File: src/rtl/cmp_pkg.sv
// Shared types and helpers for the pipelined magnitude comparator.
package cmp_pkg;

    // One-hot compare outcome packed as {gt, eq, lt}.
    typedef logic [2:0] cmp_res_t;

    localparam cmp_res_t CMP_GT = 3'b100;
    localparam cmp_res_t CMP_EQ = 3'b010;
    localparam cmp_res_t CMP_LT = 3'b001;

    // Saturating increment; callers narrower than 32 bits cast in and out.
    function automatic logic [31:0] sat_inc(input logic [31:0] count, input logic [31:0] max);
        return (count >= max) ? count : count + 32'd1;
    endfunction

endpackage

File: src/rtl/cmp_pipe_if.sv
// Operand stream in, one-hot result stream out, both valid/ready.
interface cmp_pipe_if #(
    parameter int unsigned WIDTH = 8
);
    logic             in_valid;
    logic             in_ready;
    logic [WIDTH-1:0] a;
    logic [WIDTH-1:0] b;
    logic             signed_mode;
    logic             out_valid;
    logic             out_ready;
    logic             gt;
    logic             eq;
    logic             lt;

    // Source of operands and sink of results.
    modport master (
        output in_valid, a, b, signed_mode, out_ready,
        input  in_ready, out_valid, gt, eq, lt
    );

    // The comparator pipeline itself.
    modport slave (
        input  in_valid, a, b, signed_mode, out_ready,
        output in_ready, out_valid, gt, eq, lt
    );
endinterface

File: src/rtl/cmp_core.sv
// Combinational WIDTH-bit magnitude compare, signed or unsigned at run time.
module cmp_core
    import cmp_pkg::*;
#(
    parameter int unsigned WIDTH = 8
) (
    input  logic [WIDTH-1:0] a,
    input  logic [WIDTH-1:0] b,
    input  logic             signed_mode,
    output cmp_res_t         res
);

    logic [WIDTH:0] a_x;
    logic [WIDTH:0] b_x;

    // Widen by one bit (sign- or zero-extend) so a single signed compare covers both modes.
    always_comb begin
        a_x = {signed_mode & a[WIDTH-1], a};
        b_x = {signed_mode & b[WIDTH-1], b};
        if ($signed(a_x) > $signed(b_x)) begin
            res = CMP_GT;
        end else if (a_x == b_x) begin
            res = CMP_EQ;
        end else begin
            res = CMP_LT;
        end
    end

endmodule

File: src/rtl/cmp_pipe.sv
// Two-stage pipelined comparator with valid/ready handshakes and saturating outcome counters.
module cmp_pipe
    import cmp_pkg::*;
#(
    parameter int unsigned WIDTH = 8,
    parameter int unsigned CNT_W = 16  // at most 32
) (
    input  logic             clk,
    input  logic             rst_n,
    cmp_pipe_if.slave        bus,
    input  logic             clear,
    output logic [CNT_W-1:0] gt_cnt,
    output logic [CNT_W-1:0] eq_cnt,
    output logic [CNT_W-1:0] lt_cnt
);

    localparam logic [31:0] CNT_MAX = 32'((64'd1 << CNT_W) - 64'd1);

    logic             s1_valid_q;
    logic [WIDTH-1:0] s1_a_q;
    logic [WIDTH-1:0] s1_b_q;
    logic             s1_sm_q;
    logic             s2_valid_q;
    cmp_res_t         s2_res_q;
    cmp_res_t         core_res;

    logic             s2_load;
    logic             in_ready;
    logic             in_fire;
    logic             out_fire;

    logic [CNT_W-1:0] gt_cnt_q, gt_cnt_d;
    logic [CNT_W-1:0] eq_cnt_q, eq_cnt_d;
    logic [CNT_W-1:0] lt_cnt_q, lt_cnt_d;

    // S2 frees up when empty or drained; S1 may take a new pair whenever it empties into S2.
    assign s2_load  = !s2_valid_q || bus.out_ready;
    assign in_ready = !s1_valid_q || s2_load;
    assign in_fire  = bus.in_valid && in_ready;
    assign out_fire = s2_valid_q && bus.out_ready;

    cmp_core #(
        .WIDTH(WIDTH)
    ) u_core (
        .a          (s1_a_q),
        .b          (s1_b_q),
        .signed_mode(s1_sm_q),
        .res        (core_res)
    );

    // Stage 1: capture operands on input handshake, otherwise empty out when S2 takes them.
    always_ff @(posedge clk or negedge rst_n) begin
        if (!rst_n) begin
            s1_valid_q <= 1'b0;
            s1_a_q     <= '0;
            s1_b_q     <= '0;
            s1_sm_q    <= 1'b0;
        end else if (in_fire) begin
            s1_valid_q <= 1'b1;
            s1_a_q     <= bus.a;
            s1_b_q     <= bus.b;
            s1_sm_q    <= bus.signed_mode;
        end else if (s2_load) begin
            s1_valid_q <= 1'b0;
        end
    end

    // Stage 2: hold the result stable while stalled, otherwise take whatever S1 offers.
    always_ff @(posedge clk or negedge rst_n) begin
        if (!rst_n) begin
            s2_valid_q <= 1'b0;
            s2_res_q   <= '0;
        end else if (s2_load) begin
            s2_valid_q <= s1_valid_q;
            if (s1_valid_q) begin
                s2_res_q <= core_res;
            end
        end
    end

    // Next counter values: clear beats a coinciding handshake.
    always_comb begin
        gt_cnt_d = gt_cnt_q;
        eq_cnt_d = eq_cnt_q;
        lt_cnt_d = lt_cnt_q;
        if (clear) begin
            gt_cnt_d = '0;
            eq_cnt_d = '0;
            lt_cnt_d = '0;
        end else if (out_fire) begin
            unique case (s2_res_q)
                CMP_GT:  gt_cnt_d = CNT_W'(sat_inc(32'(gt_cnt_q), CNT_MAX));
                CMP_EQ:  eq_cnt_d = CNT_W'(sat_inc(32'(eq_cnt_q), CNT_MAX));
                CMP_LT:  lt_cnt_d = CNT_W'(sat_inc(32'(lt_cnt_q), CNT_MAX));
                default: ;
            endcase
        end
    end

    // Counter state.
    always_ff @(posedge clk or negedge rst_n) begin
        if (!rst_n) begin
            gt_cnt_q <= '0;
            eq_cnt_q <= '0;
            lt_cnt_q <= '0;
        end else begin
            gt_cnt_q <= gt_cnt_d;
            eq_cnt_q <= eq_cnt_d;
            lt_cnt_q <= lt_cnt_d;
        end
    end

    assign bus.in_ready  = in_ready;
    assign bus.out_valid = s2_valid_q;
    // Gate stale S2 data so the flags read all-zero whenever no result is offered.
    assign bus.gt        = s2_valid_q & s2_res_q[2];
    assign bus.eq        = s2_valid_q & s2_res_q[1];
    assign bus.lt        = s2_valid_q & s2_res_q[0];

    assign gt_cnt = gt_cnt_q;
    assign eq_cnt = eq_cnt_q;
    assign lt_cnt = lt_cnt_q;

endmodule

File: src/flat_wrapper.sv
// flat-port wrapper written by rule: the top's interface ports become plain ports
module cmp_pipe_flat import cmp_pkg::*;
#(
    parameter int unsigned WIDTH = 8,
    parameter int unsigned CNT_W = 16               
)
  (clk, rst_n, clear, gt_cnt, eq_cnt, lt_cnt, bus_in_valid, bus_a, bus_b, bus_signed_mode, bus_out_ready, bus_in_ready, bus_out_valid, bus_gt, bus_eq, bus_lt);
  cmp_pipe_if #(.WIDTH(WIDTH)) bus_i ();
  input  logic clk;
  input  logic rst_n;
  input  logic clear;
  output logic [CNT_W-1:0] gt_cnt;
  output logic [CNT_W-1:0] eq_cnt;
  output logic [CNT_W-1:0] lt_cnt;
  input wire logic [$bits(bus_i.in_valid)-1:0] bus_in_valid;
  input wire logic [$bits(bus_i.a)-1:0] bus_a;
  input wire logic [$bits(bus_i.b)-1:0] bus_b;
  input wire logic [$bits(bus_i.signed_mode)-1:0] bus_signed_mode;
  input wire logic [$bits(bus_i.out_ready)-1:0] bus_out_ready;
  output wire logic [$bits(bus_i.in_ready)-1:0] bus_in_ready;
  output wire logic [$bits(bus_i.out_valid)-1:0] bus_out_valid;
  output wire logic [$bits(bus_i.gt)-1:0] bus_gt;
  output wire logic [$bits(bus_i.eq)-1:0] bus_eq;
  output wire logic [$bits(bus_i.lt)-1:0] bus_lt;
  assign bus_i.in_valid = bus_in_valid;
  assign bus_i.a = bus_a;
  assign bus_i.b = bus_b;
  assign bus_i.signed_mode = bus_signed_mode;
  assign bus_i.out_ready = bus_out_ready;
  assign bus_in_ready = bus_i.in_ready;
  assign bus_out_valid = bus_i.out_valid;
  assign bus_gt = bus_i.gt;
  assign bus_eq = bus_i.eq;
  assign bus_lt = bus_i.lt;
  cmp_pipe #(.WIDTH(WIDTH), .CNT_W(CNT_W)) u_core (.clk(clk), .rst_n(rst_n), .bus(bus_i), .clear(clear), .gt_cnt(gt_cnt), .eq_cnt(eq_cnt), .lt_cnt(lt_cnt));
endmodule
File: config.mk
export PLATFORM = sky130hd
export DESIGN_NAME = cmp_pipe_flat
export DESIGN_NICKNAME = d
export VERILOG_FILES = /design/src/rtl/cmp_pkg.sv /design/src/rtl/cmp_pipe_if.sv /design/src/rtl/cmp_core.sv /design/src/rtl/cmp_pipe.sv /design/src/flat_wrapper.sv
export SDC_FILE = /design/constraint.sdc
export NUM_CORES = 1
export LEC_CHECK = 0
export CELL_PAD_IN_SITES_DETAIL_PLACEMENT = 2
export CELL_PAD_IN_SITES_GLOBAL_PLACEMENT = 2
export CORE_ASPECT_RATIO = 0.9
export CORE_MARGIN = 2
export CORE_UTILIZATION = 32
export DETAILED_ROUTE_END_ITERATION = 16
export PLACE_DENSITY_LB_ADDON = 0.1
export SYNTH_ARGS = -nofsm -noshare
export SYNTH_HDL_FRONTEND = slang
export SYNTH_SLANG_ARGS = --single-unit
File: constraint.sdc
create_clock -name clk -period 2.7 [get_ports clk]
set_clock_uncertainty 0.2 [all_clocks]
set_input_delay 0.27 -clock clk [delete_from_list [all_inputs] [get_ports clk]]
set_output_delay 0.27 -clock clk [all_outputs]
set_load 0.1 [all_outputs]
Word level (Yosys, flattened, before mapping)
Cells that the tools add are included.
{ "op_classes": {"n_mux": 16, "bitwise_logic": 5, "add_sub_neg": 3, "n_lt_le_gt_ge": 4, "n_eq_ne": 7, "reduce_logical": 15} }
{ "ops": {"columns": ["operator", "n"], "rows": [
  ["two-way mux 16 bit", 12],
  ["adder 16 x 1 -> 16 bit (second input constant)", 3],
  ["greater-or-equal comparator 16 bit (second input constant)", 3],
  ["nonzero test 2 bit", 5],
  ["== test 9 bit", 1],
  ["> comparator 9 bit", 1],
  ["AND reduction 3 bit", 3],
  ["!= test 2 bit (second input constant)", 3],
  ["AND 1 bit", 5],
  ["== test 3 x 1 -> 1 bit (second input constant)", 1],
  ["== test 3 x 2 -> 1 bit (second input constant)", 1],
  ["== test 3 bit (second input constant)", 1],
  ["two-way mux 3 bit", 1],
  ["logical AND 1 bit", 2],
  ["zero test 1 bit", 2],
  ["logical OR 1 bit", 2],
  ["two-way mux 1 bit", 2],
  ["two-way mux 2 bit", 1],
  ["AND reduction 2 bit", 1]
]} }
{ "totals": {"out_inout_bits": 53, "register_bits": 70, "word_cells": 59, "input_bits": 22} }

Longest topological paths before layout
Gate-level depths: netlist (run 1).
{ "depth": {"word_depth": 5, "depth_mapped": 7, "mapped_depth_nobuf": 7} }

Hierarchy
A second synthesis (run 1) with hierarchy kept.
{ "hier_totals": {"cells_unflattened": 403, "hier_area_um2": 3976.3} }
{ "by_module_without_submodules": {"columns": ["module", "area_per_inst_um2", "seq_area_each_um2", "instances", "cells_each"], "rows": [
  ["cmp_pipe", 3713.6, 1751.7, 1, 368],
  ["cmp_core", 262.8, 0.0, 1, 35]
]} }

Worst setup path before layout (run 1)
Ideal clock, no wire load.
{ "synth_path": {"path_kind": "register to register", "start": "register u_core.s2_valid_q (netlist: u_core.bus.out_valid)", "end": "register u_core.s1_a_q[4]", "setup_slack_ps": -966, "path_stages_with_launch": 5, "setup_time_ps": 125, "path_buffers": 1, "synth_period_minus_slack_ps": 3666, "required_ps": 2375, "arrival_ps": 3341, "cell_sequence": "dfrtp_1 -> nand3b_1 -> nand2_1 -> clkbuf_1 -> mux2_2"} }
{ "synth_between": {"elab_chain_len": 4} }
{ "synth_lines": {"columns": ["element", "line", "text"], "rows": [
  ["start, declared", "cmp_pipe.sv:23", "logic s2_valid_q;"],
  ["start signal, assigned", "cmp_pipe.sv:74", "s2_valid_q <= s1_valid_q;"],
  ["zero test 1 bit", "cmp_pipe.sv:37", "assign s2_load = !s2_valid_q || bus.out_ready;"],
  ["logical OR 1 bit", "cmp_pipe.sv:37", null],
  ["logical OR 1 bit", "cmp_pipe.sv:38", "assign in_ready = !s1_valid_q || s2_load;"],
  ["named net bus_in_ready", "flat_wrapper.sv:20", "output wire logic [$bits(bus_i.in_ready)-1:0] bus_in_ready;"],
  ["logical AND 1 bit", "cmp_pipe.sv:39", "assign in_fire = bus.in_valid && in_ready;"],
  ["end signal, assigned", "cmp_pipe.sv:60", "s1_a_q <= bus.a;"],
  ["end, declared", "cmp_pipe.sv:20", "logic [WIDTH-1:0] s1_a_q;"]
]} }
The timed path passes the listed nets, and every way through them passes these cells.
A chain may end at the register's enable or synchronous reset.

Worst setup path after layout (run 1)
{ "layout_path": {"start": "register u_core.s2_res_q[1]", "end": "register u_core.gt_cnt_q[11] (netlist: u_core.gt_cnt[11])"} }
{ "layout_between": {"elab_chain_len": 3} }
{ "layout_lines": {"columns": ["element", "line", "text"], "rows": [
  ["start, declared", "cmp_pipe.sv:24", "cmp_res_t s2_res_q;"],
  ["start signal, assigned", "cmp_pipe.sv:76", "s2_res_q <= core_res;"],
  ["== test 3 bit", "cmp_pipe.sv:91", "unique case (s2_res_q)"],
  ["nonzero test 2 bit (no line)", null, null],
  ["AND reduction 3 bit (no line)", null, null],
  ["end signal, assigned", "cmp_pipe.sv:107", "gt_cnt_q <= gt_cnt_d;"],
  ["end, declared", "cmp_pipe.sv:32", "logic [CNT_W-1:0] gt_cnt_q, gt_cnt_d;"]
]} }
Every way passes these cells.

==> flow_summary_export.csv, run 1 <==
group,metric,value,unit
outcome,outcome,"finished clean",
sta,max_slew_margin,0.425,
placed_design,place_ws,0.105,ns
hold_path,hold_class,"register to register",
worst_setup_path,crit_chain,"nand4b_1 > or4b_1 > nor4_1 > xnor2_1 > nor2_1",
grt,grt_start_max_net_pins,35,
logic_synthesis,synth_fp_nets,403,
cells_and_area,fraction_of_layout_instances_using_a_drive_strength_above_1,0.242,
detailed_routing,route.detailed.wl_per_inst,16.6,microns
run,cap_violations,0,
sta,worst_slew_pin_slew,0.863,ns
worst_setup_path,critical-path-top-delay-family,"simple AND/OR/NAND/NOR gates",
logic_synthesis,synth_top_cells_by_area,"dfrtp_1 (48%), xnor2_1 (8.1%), nor2_1 (5.6%), mux2_2 (5.5%), ha_1 (3.8%)",
grt,grt_pass1_wl,17600,microns
placed_design,dp.final_hpwl,7530,microns
worst_setup_path,worst_path_fanout_max,7,
sta,max_freq,429,MHz
floorplanning,initial_utilization,0.324,
floorplanning,coreArea,11300,sq um
clocking,clkSinkCount,70,
cells_and_area,utilization,0.432,
clocking,cts_inserted_buffers,9,
placed_design,port_buffers,74,
worst_setup_path,cpPeakStageDelay,0.67,ns
clocking,clk_path_buf_depth,2,
sta,setup_repair_after_global_routing_missed_its_margin,"no",
logic_synthesis,synth-warning-count,0,
detailed_routing,avgViaCountPerCell,5.03,
floorplanning,die_h,105,microns
clocking,cts.htree.levels,3,
floorplanning,top_level_ports,75,
power_and_ir_drop,leakage,0.00203,uW
sta,min_cycle_time_layout,2.33,ns
cells_and_area,nets,486,
power_and_ir_drop,post-layout-total-power,2900,uW
floorplanning,die_w,117,microns
cells_and_area,post_layout_nonfiller_instances,614,
sta,final_hold_viol_count,0,
logic_synthesis,syn_area_per_cell,9.89,sq um
clocking,cts_tree,"yes",
power_and_ir_drop,vdd_ir_drop_max,0.365,mV
clocking,ctsRootBufferMaster,"clkbuf_16",
cells_and_area,antenna_cells,0,
clocking,worstSkewPairLatency,0.34,ns
cells_and_area,area.growth.synth_to_final,33.3,%
detailed_routing,route.vias.total,3091,
grt,antenna_found_initial,0,
sta,report.final.setup_viol,0,
worst_setup_path,crit_slowest_cell,"or4b_1",
logic_synthesis,ys_seq_area_frac,0.479,
logic_synthesis,count_of_different_cell_masters_after_synthesis,43,
logic_synthesis,synthCells,370,
detailed_routing,drt.antenna.violating_nets,0,
logic_synthesis,yosys.area.top_type_share,0.479,
detailed_routing,first_pass_iters,4,
grt,vias_in_the_first_global_route,3388,
logic_synthesis,async_flop_share,1.00,
power_and_ir_drop,power_per_cell_area,595,nW/um^2
sta,finalMaxSlewViolations,0,
worst_setup_path,critical_path.endpoint_type,"register",
detailed_routing,drc,0,
worst_setup_path,path_buf_inv,0,
worst_setup_path,reg2reg_setup_slack,0.37,ns
worst_setup_path,crit_required,2.72,ns
floorplanning,core.rowCount,37,
clocking,cts.clk_slew.worst_paths,0.06,ns
sta,finalWorstSetupSlack,0.371,ns
logic_synthesis,synth_area,3660,sq um
detailed_routing,drtIter0Drc,88,
sta,fin_crit_sh,0.862,
worst_setup_path,worst-endpoint-arrival,2.35,ns
grt,groute.usage.overall,0.184,
worst_setup_path,setup.worst_path.start_class,"register",
grt,gr-total-overflow,0,
detailed_routing,route.final.wire_length,10200,microns
floorplanning,die_area,12300,sq um
logic_synthesis,synth-edff-count,0,
logic_synthesis,top_reg_cell_synth,"dfrtp_1",
logic_synthesis,synth_top_area_cell,"dfrtp_1",
logic_synthesis,synth_seq_cells,70,
worst_setup_path,crit_type,"register to register",
placed_design,gp_congestion,0.715,
placed_design,place_inst,597,
[routing by layer]
metal / GRT usage / up-vias / routed length (microns)
met1: 0.239 / 1564 / 4640
met4: 0.0403 / 0 / 75
met5: 0 / - / 0
li1: - / 1467 / -
met2: 0.302 / 54 / 5050
met3: 0.0552 / 6 / 430
[cell type report]
type                    instances  area, sq um
multi-input cells             276         1860
well taps                     156          195
fillers                      1231         6420
clock inverters                 4         45.0
clock buffers                  12          256
inverters                      15         56.3
flip-flops and latches         70         1770
repair buffers                 81          696
[kinds of logic after synthesis]
| group | Yosys count | share of synthesized area |
|---|---|---|
| adders and majority gates | 11 | 0.0376 |
| muxes | 22 | 0.0663 |
| xor gates and xnor gates | 35 | 0.0838 |
| and+or+nand+nor | 181 | 0.264 |
| buffers and inverters | 24 | 0.0253 |
| AOI/OAI and AO/OA | 27 | 0.0438 |
| DFF | 70 | 0.479 |
[registers in the layout, summed over array words and instances (netlist names)]
signal and flops:
u_core.s2_res_q 3, u_core.s1_b_q 8, u_core.s1_sm_q 1, u_core.eq_cnt 16
u_core.lt_cnt 16, u_core.bus.out_valid 1, u_core.gt_cnt 16, u_core.s1_valid_q 1
u_core.s1_a_q 8
[path summary, 6_finish.rpt]
check | cells after the start | start | endpoint
max | 5 | u_core.s2_res_q[1] | u_core.gt_cnt[11]
min | 1 | u_core.s1_b_q[6] | u_core.s1_b_q[6]
max reg2reg | 5 | u_core.s2_res_q[1] | u_core.gt_cnt[11]
min reg2reg | 1 | u_core.s1_b_q[6] | u_core.s1_b_q[6]
max in group asynchronous | 3 | rst_n | u_core.bus.out_valid
min in group asynchronous | 2 | rst_n | u_core.eq_cnt[11]
[what timing repair did]
action | CTS | global route
setup buffers | 0 | 0
hold buffers | 1 | 0
gates resized for setup | 0 | 0
endpoints found under the setup margin | 0 | 0
hold endpoints to repair | 32 | 0
[synth_stat cells, drive strengths merged, types with 6 or more instances]
library cell / instances
mux2: 18
o21ai: 10
a21oi: 9
nor3: 22
nand3: 15
ha: 11
nor2: 55
nor4: 14
nand2: 23
nand4: 12
clkbuf: 7
nor4b: 6
dfrtp: 70
xnor2: 34
inv: 15
[placed cells by master, fill, tap and decap left out, types with 12 or more instances in the layout]
cell             synthesis  final
dfrtp_1                 70     59
nor4_1                  12     12
buf_4                    0     56
inv_1                   15     15
nand2_1                 23     22
nor2_1                  55     55
nor3_1                  22     22
clkdlybuf4s50_1          0     20
nand3_1                 15     15
xnor2_1                 34     34
[metrics by stage]
stage | TNS [ns] | hold WS (ns) | instance area [sq um]
after floorplan | -0.433 | -0.226 | 3740
after global placement | 0 | 0.238 | 4560
after detailed placement | 0 | 0.241 | 4560
after CTS | 0 | 0.312 | 4880
after global routing | 0 | 0.338 | 4880
final | 0 | 0.309 | 4880
[power breakdown]
group / switching (uW) / internal (uW) / total [uW]
logic: 327 / 198 / 525
registers: 62.6 / 1110 / 1170
clock network: 442 / 761 / 1200
total: 832 / 2070 / 2900
No activity file was read; power rests on OpenSTA's default activity.
==> inputs of run 2 (changes only) <==
--- a/config.mk
+++ b/config.mk
@@ -9,9 +9,10 @@
 export CELL_PAD_IN_SITES_GLOBAL_PLACEMENT = 2
 export CORE_ASPECT_RATIO = 0.9
 export CORE_MARGIN = 2
-export CORE_UTILIZATION = 32
+export CORE_UTILIZATION = 33
 export DETAILED_ROUTE_END_ITERATION = 16
-export PLACE_DENSITY_LB_ADDON = 0.1
+export PLACE_DENSITY = 0.82
 export SYNTH_ARGS = -nofsm -noshare
 export SYNTH_HDL_FRONTEND = slang
+export SYNTH_HIERARCHICAL = 1
 export SYNTH_SLANG_ARGS = --single-unit
==> run 2 against run 1 <==
Sequential share of layout area down 2.4 points; maximum frequency down 2.1%; sequential power about the same; core utilization up 0.77 points; flip-flop and latch count unchanged; synthesized cell count up 8.9%; routed wire length up 18%; via count up 17%; clock power up 8%; critical path depth unchanged; worst setup slack worse by 0.049 ns.
==> flow_summary_export.csv, run 2 <==
group,metric,value,unit
placed_design,gp_congestion,0.797,
detailed_routing,drt.antenna.violating_nets,0,
logic_synthesis,synth_fp_nets,436,
cells_and_area,nets,518,
floorplanning,core.rowCount,38,
worst_setup_path,crit_required,2.76,ns
detailed_routing,first_pass_iters,5,
hold_path,min_delay_path_depth,1,
worst_setup_path,critical_path.endpoint_type,"register",
cells_and_area,layout_common_cells,"buf_4 (61), dfrtp_1 (60), a21oi_1 (34)",
cells_and_area,area.growth.synth_to_final,31.3,%
grt,groute.usage.overall,0.195,
logic_synthesis,synth_seq_cells,70,
run,cap_violations,0,
sta,min_cycle_time_layout,2.38,ns
sta,finalWorstSetupSlack,0.322,ns
logic_synthesis,synth_most_common_cell,"dfrtp_1",
logic_synthesis,count_of_different_cell_masters_after_synthesis,45,
clocking,cts_tree,"yes",
worst_setup_path,path_buf_inv,0,
clocking,worstSkewPairLatency,0.35,ns
power_and_ir_drop,post-layout-total-power,3100,uW
grt,gr-total-overflow,0,
detailed_routing,avgViaCountPerCell,5.55,
worst_setup_path,worst-endpoint-arrival,2.44,ns
sta,max_slew_margin,0.465,
grt,grt_start_max_net_pins,41,
clocking,clk_path_buf_depth,2,
cells_and_area,fraction_of_layout_instances_using_a_drive_strength_above_1,0.280,
detailed_routing,drtIter0Drc,135,
clocking,ctsRootBufferMaster,"clkbuf_16",
placed_design,dp.final_hpwl,8430,microns
worst_setup_path,critical-path-top-delay-family,"simple AND/OR/NAND/NOR gates",
clocking,cts.clk_slew.worst_paths,0.06,ns
worst_setup_path,regToRegStartpoint,"u_core/gt_cnt[0]",
power_and_ir_drop,cellInternalPower,2180,uW
placed_design,post_dp_area,4900,sq um
floorplanning,initial_utilization,0.335,
power_and_ir_drop,vdd_ir_drop_max,0.333,mV
worst_setup_path,crit-reg2reg-capture,"u_core/gt_cnt[10]",
outcome,outcome,"finished clean",
detailed_routing,route.vias.total,3606,
worst_setup_path,setup.worst_path.start_class,"register",
power_and_ir_drop,power_per_cell_area,593,nW/um^2
clocking,cts_inserted_buffers,9,
placed_design,place_ws,0.161,ns
power_and_ir_drop,switchingPower,924,uW
grt,vias_in_the_first_global_route,3897,
power_and_ir_drop,leakage,0.00217,uW
placed_design,port_buffers,74,
logic_synthesis,synth-edff-count,0,
hold_path,hold_start,"u_core/s1_valid_q",
detailed_routing,route.final.wire_length,12000,microns
sta,final_hold_viol_count,0,
worst_setup_path,crit_chain,"ha_1 > nand4_2 > or4_1 > or4_1 > a21oi_1",
detailed_routing,route.detailed.wl_per_inst,18.5,microns
cells_and_area,antenna_cells,0,
logic_synthesis,synthCells,403,
sta,fin_crit_sh,0.881,
worst_setup_path,crit_type,"register to register",
sta,worst_slew_pin_slew,0.803,ns
worst_setup_path,cpPeakStageDelay,0.59,ns
power_and_ir_drop,pwr-share-comb,0.199,
floorplanning,coreArea,11900,sq um
logic_synthesis,top_reg_cell_synth,"dfrtp_1",
worst_setup_path,ff2ff_path_depth,5,
grt,grt_pass1_wl,19900,microns
logic_synthesis,synth_area,3980,sq um
worst_setup_path,crit_slowest_cell,"or4_1",
sta,setup_repair_after_global_routing_missed_its_margin,"no",
power_and_ir_drop,p_sw_frac,0.298,
grt,antenna_found_initial,0,
cells_and_area,final_common_cell,"buf_4",
cells_and_area,final_design_area_no_fill,5220,sq um
floorplanning,die_area,12900,sq um
logic_synthesis,synth-warning-count,6,
logic_synthesis,syn_area_per_cell,9.87,sq um
clocking,clkSinkCount,70,
logic_synthesis,async_flop_share,1.00,
hold_path,hold_class,"register to register",
sta,report.final.setup_viol,0,
detailed_routing,drc,0,
sta,finalMaxSlewViolations,0,
logic_synthesis,yosys.area.top_type_share,0.441,
worst_setup_path,worst_path_fanout_max,7,
floorplanning,top_level_ports,75,
clocking,cts.htree.levels,3,
worst_setup_path,reg2reg_setup_slack,0.32,ns
logic_synthesis,ys_top_cells_by_count,"dfrtp_1 (70), a21oi_1 (34), mux2_2 (32)",
power_and_ir_drop,clockPowerShare,0.415,
sta,max_freq,421,MHz
floorplanning,die_w,120,microns
power_and_ir_drop,seqPwrFrac,0.386,
floorplanning,die_h,108,microns
logic_synthesis,ys_seq_area_frac,0.441,
logic_synthesis,synth_top_area_cell,"dfrtp_1",
worst_setup_path,critPathMostFrequentCell,"or4_1",
hold_path,hold_end,"u_core/bus.out_valid",
logic_synthesis,synth_top_cells_by_area,"dfrtp_1 (44%), mux2_2 (9.1%), a21oi_1 (4.3%), or4_1 (4.2%), o31ai_1 (3.6%)",
sta,fin_worst_hold_slack,0.303,ns
## run 2: cell types whose count changed in the layout (fill, tap and decap cells not counted), sizes merged, moves of 11 or more
cell	change
a21oi	+25
nor3	-14
or4	+22
nor2	-36
nor2b	+11
mux2	+14
o31ai	+18
xnor2	-34
## run 2: timing repair
action                                 4_1_cts  5_1_grt
setup endpoints to repair                    0        0
hold buffers                                 1        0
endpoints found under the hold margin       29        0
buffers inserted                             0        0
resized for setup                            0        0
## run 2: metrics by stage
stage | util | TNS, ns | cells
after floorplan | - | -0.513 | 403
final | 0.439 | 0 | 650
after CTS | 0.439 | 0 | 650
after global routing | 0.439 | 0 | 650
after detailed placement | 0.412 | 0 | 633
after global placement | 0.412 | 0 | 633
## run 2: cell families (layout without fill, tap and decap cells)
group | Yosys count | after routing | synth area share
buf+inv | 31 | 118 | 0.0299
compound gates | 76 | 76 | 0.120
xor+xnor | 1 | 1 | 0.00220
fa+ha+maj | 11 | 11 | 0.0346
simple gates | 182 | 182 | 0.283
flops | 70 | 70 | 0.441
mux | 32 | 32 | 0.0906
## run 2: metal layers
layer | GRT usage | vias up | share of wire
li1 | - | 1696 | -
met5 | 0 | - | 0
met3 | 0.0580 | 8 | 0.037
met1 | 0.233 | 1848 | 0.42
met2 | 0.345 | 54 | 0.53
met4 | 0.0504 | 0 | 0.0093
## run 2: how the worst max path moves through the flow
stage / from / to / cells past startpoint
final: u_core/gt_cnt[0] / u_core/gt_cnt[10] / 5
after global routing: u_core/gt_cnt[0] / u_core/gt_cnt[10] / 5
after CTS: u_core/gt_cnt[0] / u_core/gt_cnt[10] / 5
after detailed placement: bus_out_ready / u_core/eq_cnt[7] / 5
after global placement: bus_out_ready / u_core/lt_cnt[9] / 6
after floorplan: u_core/bus.out_valid / u_core/s1_a_q[1] / 4
## run 2: area by class of cell
type                    instances  area, sq um
flip-flops and latches         70         1770
well taps                     160          200
inverters                      16         60.1
fillers                      1290         6660
clock inverters                 4         70.1
repair buffers                 86          728
clock buffers                  12          246
multi-input cells             302         2150
## run 2: power groups by stage
stage	Clock, uW	Sequential [uW]	Combinational [uW]
finish	1290	1200	615
global placement	0	1210	590
floorplan	0	1240	389
detailed placement	0	1210	617
global route	1370	1210	664
CTS	1320	1200	622
==> inputs of run 3 (changes only) <==
--- a/config.mk
+++ b/config.mk
@@ -5,6 +5,7 @@
 export SDC_FILE = /design/constraint.sdc
 export NUM_CORES = 1
 export LEC_CHECK = 0
+export CAP_MARGIN = 20
 export CELL_PAD_IN_SITES_DETAIL_PLACEMENT = 2
 export CELL_PAD_IN_SITES_GLOBAL_PLACEMENT = 2
 export CORE_ASPECT_RATIO = 0.9
==> results of run 3 <==
The final DEF is identical to that of run 2; final timing and power are the same.
